<file path="src/rtl/apu_pwm_decoder.sv">
// apu_pwm_decoder: recovers the 8-bit mixed sample from a high-first 1-bit
// PWM stream (high for N cycles, then low, in each PERIOD-cycle frame).
// Locks onto the frame phase at a rising edge, counts high cycles per frame,
// and presents each result through a valid/ready output register.
// Optional macro APU_PWM_DEC_AVG_EN: output the 4-frame moving average
// instead of the raw per-frame count.
module apu_pwm_decoder #(
  parameter int unsigned PERIOD      = 256,
  parameter int unsigned SYNC_STAGES = 2,
  parameter int unsigned ERR_LIMIT   = 4
) (
  input  logic       clk,
  input  logic       rst,
  input  logic       pwm_in,
  output logic [7:0] sample_out,
  output logic       sample_valid,
  input  logic       sample_ready,
  output logic       locked,
  output logic       overrun,
  output logic [7:0] err_count
);

  localparam int unsigned PW = (PERIOD > 1) ? $clog2(PERIOD) : 1;
  localparam int unsigned CW = $clog2(ERR_LIMIT + 1);

  typedef enum logic {HUNT, LOCKED} state_t;

  state_t                 state, state_next;
  logic [SYNC_STAGES-1:0] sync;
  logic                   s, s_d, rise;
  logic [PW-1:0]          phase_cnt;
  logic [8:0]             high_acc;
  logic [8:0]             acc_sum;
  logic [7:0]             result;
  logic [CW-1:0]          err_run;
  logic                   phase_err, frame_done, err_trip;
  logic                   load;
  logic [7:0]             load_val;

  // Input synchronizer plus one-cycle delay for edge detection
  always_ff @(posedge clk or posedge rst) begin
    if (rst) begin
      sync <= '0;
      s_d  <= 1'b0;
    end else begin
      sync <= {sync[SYNC_STAGES-2:0], pwm_in};
      s_d  <= s;
    end
  end

  assign s       = sync[SYNC_STAGES-1];
  assign rise    = s & ~s_d;
  assign acc_sum = high_acc + {8'd0, s};
  assign result  = acc_sum[8] ? 8'hFF : acc_sum[7:0];

  // State register
  always_ff @(posedge clk or posedge rst) begin
    if (rst) state <= HUNT;
    else     state <= state_next;
  end

  // Next-state logic and per-cycle frame events
  always_comb begin
    state_next = state;
    phase_err  = 1'b0;
    frame_done = 1'b0;
    err_trip   = 1'b0;
    case (state)
      HUNT: begin
        if (rise) state_next = LOCKED;
      end
      LOCKED: begin
        phase_err  = rise && (phase_cnt != '0);
        frame_done = !phase_err && (phase_cnt == PW'(PERIOD - 1));
        err_trip   = phase_err && (err_run == CW'(ERR_LIMIT - 1));
        if (err_trip) state_next = HUNT;
      end
      default: state_next = HUNT;
    endcase
  end

  // Output decode
  always_comb begin
    locked = (state == LOCKED);
  end

  // Frame phase counter, high-cycle accumulator and error counters
  always_ff @(posedge clk or posedge rst) begin
    if (rst) begin
      phase_cnt <= '0;
      high_acc  <= '0;
      err_run   <= '0;
      err_count <= '0;
    end else if (state == HUNT) begin
      // The acquiring edge is phase 0 and counts as a high cycle
      phase_cnt <= rise ? PW'(1) : '0;
      high_acc  <= rise ? 9'd1 : 9'd0;
    end else if (phase_err) begin
      if (err_count != 8'hFF) err_count <= err_count + 8'd1;
      if (err_trip) begin
        err_run   <= '0;
        phase_cnt <= '0;
        high_acc  <= '0;
      end else begin
        err_run   <= err_run + CW'(1);
        phase_cnt <= PW'(1);
        high_acc  <= 9'd1;
      end
    end else if (frame_done) begin
      phase_cnt <= '0;
      high_acc  <= '0;
      err_run   <= '0;
    end else begin
      phase_cnt <= phase_cnt + PW'(1);
      high_acc  <= acc_sum;
    end
  end

`ifdef APU_PWM_DEC_AVG_EN
  logic [7:0] hist [4];
  logic [9:0] avg_sum, avg_sum_next;
  logic [2:0] fill;

  // Sum is updated in the same cycle the result arrives, so the average
  // adds no latency beyond the output load
  assign avg_sum_next = avg_sum + 10'(result) - 10'(hist[3]);
  assign load         = frame_done && (fill >= 3'd3);
  assign load_val     = avg_sum_next[9:2];

  // Result history; cleared on reset and whenever lock is lost
  always_ff @(posedge clk or posedge rst) begin
    if (rst) begin
      for (int unsigned i = 0; i < 4; i++) hist[i] <= '0;
      avg_sum <= '0;
      fill    <= '0;
    end else if (err_trip) begin
      for (int unsigned i = 0; i < 4; i++) hist[i] <= '0;
      avg_sum <= '0;
      fill    <= '0;
    end else if (frame_done) begin
      hist[0] <= result;
      for (int unsigned i = 1; i < 4; i++) hist[i] <= hist[i-1];
      avg_sum <= avg_sum_next;
      if (fill != 3'd4) fill <= fill + 3'd1;
    end
  end
`else
  assign load     = frame_done;
  assign load_val = result;
`endif

  // Output register with valid/ready handshake and sticky overrun
  always_ff @(posedge clk or posedge rst) begin
    if (rst) begin
      sample_out   <= '0;
      sample_valid <= 1'b0;
      overrun      <= 1'b0;
    end else if (load) begin
      sample_out   <= load_val;
      sample_valid <= 1'b1;
      if (sample_valid && !sample_ready) overrun <= 1'b1;
    end else if (sample_valid && sample_ready) begin
      sample_valid <= 1'b0;
    end
  end

endmodule

</file>
<file path="config.mk">
export PLATFORM = sky130hd
export DESIGN_NAME = apu_pwm_decoder
export DESIGN_NICKNAME = d
export VERILOG_FILES = /design/src/rtl/apu_pwm_decoder.sv
export SDC_FILE = /design/constraint.sdc
export NUM_CORES = 1
export LEC_CHECK = 0
export CAP_MARGIN = 20
export CORE_MARGIN = 2
export CORE_UTILIZATION = 62
export DETAILED_ROUTE_END_ITERATION = 10
export DONT_BUFFER_PORTS = 1
export PLACE_DENSITY = 0.76
export SLEW_MARGIN = 20
export SYNTH_ARGS = -nofsm -noshare
export SYNTH_HDL_FRONTEND = slang
export SYNTH_SLANG_ARGS = --single-unit
</file>
<file path="constraint.sdc">
create_clock -name clk -period 2.6 [get_ports clk]
set_input_delay 0.52 -clock clk [delete_from_list [all_inputs] [get_ports clk]]
set_output_delay 0.52 -clock clk [all_outputs]
set_load 0.1 [all_outputs]
</file>
==> flow_summary.ini, run 1 <==
[cts]
tritoncts = yes
holdBufCountCts = 0
htreeDepth = 2
cts-resized-gates = 0
insertion_delay_ns = 0.35
postCtsSetupBuffers = 0
cts.clk_slew.worst_paths_ns = 0.12
numCtsBuffers = 5
clockBufferDepth = 2
cts_sinks = 42
clockRootBuffer = clkbuf_4

[placed_design]
pre_cts_ws_ns = 0.606
numPortBuffers = 0
place.gp.congestion = 0.772
place_hpwl_mm = 2.49

[floorplanning]
num_rows = 20
die_w_microns = 59.9
core_area_sq_um = 3000
dieHeight_microns = 59.9
initial_utilization = 0.646
ioPinCount = 23
dieArea_sq_um = 3590

[worst_setup_path]
required_ns = 2.82
max_stage_delay_ns = 0.53
reg2reg_depth = 6
path_buf_inv = 1
cp_num_cells = 6
worst_setup_path_start_kind = flip-flop
path_delay_family = simple AND/OR/NAND/NOR gates
crit_fanout = 7
cp.arrival_ns = 2.26
worstPathCellList = inv_1, ha_1, nor4b_1, a21oi_1, nor4_4, a2bb2oi_1
crit_type = reg -> reg
slowest_stage = nor4_4
crit_path_end_kind = flip-flop

[worst_hold_path]
worst_hold_path_type = in -> async

[logic_synthesis]
synthCells = 174
ys_warn_count = 0
syn_avg_cell_area_sq_um = 11.2
synth_edf_count = 0
ys_async_sr_fraction = 1.00
synth_nets = 185
yosysSeqAreaShare = 0.542
synth.distinct_cells = 41
synth_seq_cells = 42
synth_ff_type = dfrtp_1
synth_area_sq_um = 1940

[timing]
setup_viol = 0
fmax_mhz = 492
setup_tns_ns = 0
final-hold-violation-count = 0
fin_ws_ns = 0.568
worst_pin_slew_ns = 0.924
rsz0062_at_grt = false
clock_skew_ns = 0.0100
drv_slew = 0
fin_crit_sh = 0.781
max_slew_margin = 0.384
period_needed_ns = 2.03

[power_and_ir_drop]
leakage_uw = 0.000990
clkPwrFrac = 0.155
switching_power_uw = 960
p_seq_frac = 0.413
power.density_nw_per_um2 = 1010
internal-power_uw = 1160
swShare = 0.452
pwr-share-comb = 0.433
peakVddDrop_uv = 844
power.total_uw = 2120

[finish]
layout_common_cells = 42 x dfrtp_1, 20 x nor2_1, 11 x nand2_1
area_growth_pct = 7.93
regArea_sq_um = 1050
nNetsFinal = 199
final_common_cell = dfrtp_1
drive_above_1_share = 0.148
diodes = 0
fill_cells = 250
multiInputGateArea_sq_um = 830

[drt]
dr.pass1.iters = 4
routed_wirelength_mm = 3.50
wl_per_cell_microns = 15.8
via_count = 1335
ant_nets = 0
drt_iter0_markers = 66
viasPerCell = 6.01
route.detailed.drc = 0

[global_routing]
grt_max_degree = 43
grt_remaining_overflow = 0
grt_pass1_vias = 1353
antenna_found_initial = 0
grtUsageMet2 = 0.370
grtUsageMet3 = 0.0671
busiest_layer = met2
grt_use_total = 0.221
grt_pass1_wl_mm = 5.83
met1_usage = 0.267

[run]
drv_cap = 0

[outcome]
run_status = completed
metrics by stage:
step,hold slack [ns],area (sq um),std cells,util
2_1_floorplan,0.331,1940,174,-
3_3_place_gp,0.349,2030,214,0.678
3_5_place_dp,0.347,2030,214,0.678
4_1_cts,0.180,2090,222,0.698
5_1_grt,0.165,2090,222,0.698
6_report,0.177,2090,222,0.698
per-layer routing:
layer  routed length [microns]  share of wire
met1                      1530           0.44
met2                      1770           0.51
met3                       154          0.044
met4                        49          0.014
met5                         0              0
layout make-up:
type,count,share of cell area
Sequential cell,42,0.502
Multi-Input combinational cell,119,0.396
Tap cell,33,0.0197
Clock inverter,1,0.00239
Timing Repair Buffer,10,0.0358
Inverter,10,0.0179
Clock buffer,7,0.0263
registers in the layout (all words and copies together) (netlist names):
| register | cells |
|---|---|
| overrun | 1 |
| sample_out | 8 |
| sample_valid | 1 |
| phase_cnt | 8 |
| s_d | 1 |
| locked | 1 |
| err_count | 8 |
| err_run | 3 |
| sync | 2 |
| high_acc | 9 |
cells in the mapped netlist, types with 2 or more instances:
library cell / instances / area share
nand2_1: 11 / 0.021
xor2_1: 9 / 0.041
nor2b_1: 2 / 0.0064
xnor2_1: 8 / 0.036
nand3_1: 9 / 0.023
and4_1: 3 / 0.014
nor3_1: 4 / 0.010
a21oi_1: 4 / 0.010
ha_1: 7 / 0.045
dfrtp_1: 42 / 0.54
a2bb2oi_1: 7 / 0.032
nor2_1: 20 / 0.039
nand4_1: 2 / 0.0064
o21ai_0: 4 / 0.010
a31oi_1: 5 / 0.016
nor4_1: 3 / 0.0097
inv_1: 10 / 0.019
cells by family after synthesis:
kind of cell,count (synthesis),synth area share
DFF,42,0.542
buffers and inverters,13,0.0309
xor gates and xnor gates,17,0.0767
AOI/OAI and AO/OA,29,0.111
and+or+nand+nor,65,0.187
adders and majority gates,7,0.0451
muxes,1,0.00773
final timing paths:
kind | from | slack, ns | to
setup reg to reg | phase_cnt[0] | 0.57 | sample_out[6]
hold / removal | rst | 0.18 | err_run[1]
hold reg to reg | sync[0] | 0.38 | sync[1]
setup / recovery | phase_cnt[0] | 0.57 | sample_out[6]
max in group asynchronous | rst | 2.08 | err_count[4]
min in group clk | pwm_in | 0.19 | sync[0]
power by group through the flow:
stage          Combinational [uW]  Sequential, uW  Clock, uW
3_3_place_gp                  889             880          0
4_1_cts                       924             876        342
6_report                      919             877        328
3_5_place_dp                  919             890          0
5_1_grt                       990             895        369
2_1_floorplan                 397            1220          0
No activity file was read; power rests on OpenSTA's default activity.
==> inputs of run 2 (changes only) <==
Settings changed: CORE_UTILIZATION 62 to 56, PLACE_DENSITY 0.76 to 0.72.
Clock period 2.6 ns to 1.75 ns, I/O delays scaled along.
==> run 2 against run 1 <==
- the run now ends with setup timing left
- count of clock-buffer cells in the layout decreased by 1
- power up 70%
- combinational power is 94% higher
- final cell count is 24% higher
- largest power group unchanged
==> flow_summary.ini, run 2 (synthesis results as in run 1) <==
[power_and_ir_drop]
power.density_nw_per_um2 = 1400
peakVddDrop_uv = 1030
leakage_uw = 0.00121

[run]
drv_cap = 0

[timing]
fin_ws_ns = -0.136
drv_slew = 0
final-hold-violation-count = 0
rsz0062_at_grt = true
setup_viol = 19
clock_skew_ns = 0.00459
period_needed_ns = 1.89
worst_pin_slew_ns = 0.905
fmax_mhz = 530
fin_crit_sh = 1.08
timing.hold.ws_ns = 0.174
max_slew_margin = 0.396

[drt]
wl_per_cell_microns = 16.2
via_count = 1530
viasPerCell = 5.56
ant_nets = 0
routed_wirelength_mm = 4.45
route.detailed.drc = 0
drt_iter0_markers = 59
dr.pass1.iters = 4

[placed_design]
place_hpwl_mm = 3.10
place_area_sq_um = 2330
numPortBuffers = 0
place.gp.congestion = 0.842

[floorplanning]
num_rows = 21
die_w_microns = 62.9
initial_utilization = 0.582
ioPinCount = 23
dieHeight_microns = 62.9
dieArea_sq_um = 3950
core_area_sq_um = 3340

[finish]
drive_above_1_share = 0.406
area_growth_pct = 32.9
final_common_cell = buf_4
layout_common_cells = 43 x buf_4, 35 x dfrtp_1, 14 x nor2_1
largest_register_ffs = 9
final_area_sq_um = 2580
fill_cells = 239
nNetsFinal = 239
fin_util = 0.773
regMostFlops = high_acc
diodes = 0

[global_routing]
grt_max_degree = 26
grt_remaining_overflow = 0
grtUsageMet3 = 0.0649
grt_pass1_wl_mm = 7.25
busiest_layer = met2
grt_use_total = 0.237
met1_usage = 0.295
antenna_found_initial = 0
grtUsageMet2 = 0.390
grt_pass1_vias = 1603

[worst_setup_path]
slowest_stage = or3_4
reg2reg_depth = 7
r2r_slack_ns = -0.14
crit_type = reg -> reg
worst_setup_path_start_kind = flip-flop
crit_fanout = 5
crit_path_end_kind = flip-flop
path_buf_inv = 3
cp_common_cell = buf_4
max_stage_delay_ns = 0.43
r2r-start = phase_cnt[3]
cp.arrival_ns = 2.17
required_ns = 2.03
path_delay_family = simple AND/OR/NAND/NOR gates
worstPathCellList = buf_4, nand3_1, or3_4, buf_4, nor2_4, clkbuf_16, a2bb2oi_2
rr_endpoint = sample_out[1]

[outcome]
run_status = complete, but fails checks
violations = setup timing

[worst_hold_path]
hold_depth = 2
hold_path.startpoint = sample_ready
hold_end = sample_valid
worst_hold_path_type = in -> reg

[cts]
cts_sinks = 42
cts.clk_slew.worst_paths_ns = 0.12
insertion_delay_ns = 0.36
tritoncts = yes
clockBufferDepth = 2
htreeDepth = 2
clockRootBuffer = clkbuf_4
numCtsBuffers = 5
==> run 2: changes by cell type in the layout (fill, tap and decap cells not counted), moves of 3 or more <==
cell	delta
ha_1	-3
dfrtp_4	+5
buf_6	+3
nor2_2	+6
nor2_1	-6
buf_4	+33
o21ai_0	-4
dfrtp_1	-7
o21ai_1	+3
a2bb2oi_2	+4
a2bb2oi_1	-4
==> run 2: how the worst max path moves through the flow <==
stage                     slack [ns]  cells past startpoint       endpoint    startpoint
after floorplan                -0.09                      3   err_count[1]  err_count[7]
after global placement         -0.03                      6   err_count[1]  phase_cnt[0]
after detailed placement       -0.12                      7     err_run[0]  phase_cnt[0]
after CTS                      -0.09                      7    high_acc[4]  phase_cnt[0]
after global routing           -0.18                      6  sample_out[3]  phase_cnt[3]
final                          -0.14                      7  sample_out[1]  phase_cnt[3]
==> run 2: metrics by stage <==
stage	power (uW)	instances	setup slack, ns	TNS [ns]
after CTS	3490	274	-0.0855	-0.993
final	3610	275	-0.136	-0.844
after detailed placement	2920	260	-0.123	-1.19
after global routing	3810	275	-0.179	-3.29
after floorplan	2450	174	-0.0906	-0.108
after global placement	2840	260	-0.0336	-0.0421
==> run 2: layer usage <==
layer,vias up,wire length [microns]
met5,-,0
met1,753,1860
met2,39,2310
met3,10,176
met4,0,109
li1,728,-
==> run 2: what timing repair did <==
item	in CTS	in global routing
pin swaps	3	3
endpoints found under the hold margin	43	0
cloned	0	1
setup buffers	4	0
hold buffers	2	0
resized for setup	8	21
setup endpoints to repair	28	34
==> run 2: power breakdown <==
part	switching, uW	total (uW)	internal [uW]
Sequential	132	1320	1190
Combinational	1180	1780	600
Clock	316	509	193
==> run 2: final cells by class <==
type,count,area [sq um],share of cell area
Timing Repair Buffer,50,422,0.163
Multi-Input combinational cell,119,927,0.359
Sequential cell,42,1070,0.416
Inverter,10,37.5,0.0145
Tap cell,46,57.6,0.0223
Clock inverter,2,12.5,0.00485
Clock buffer,6,51.3,0.0199
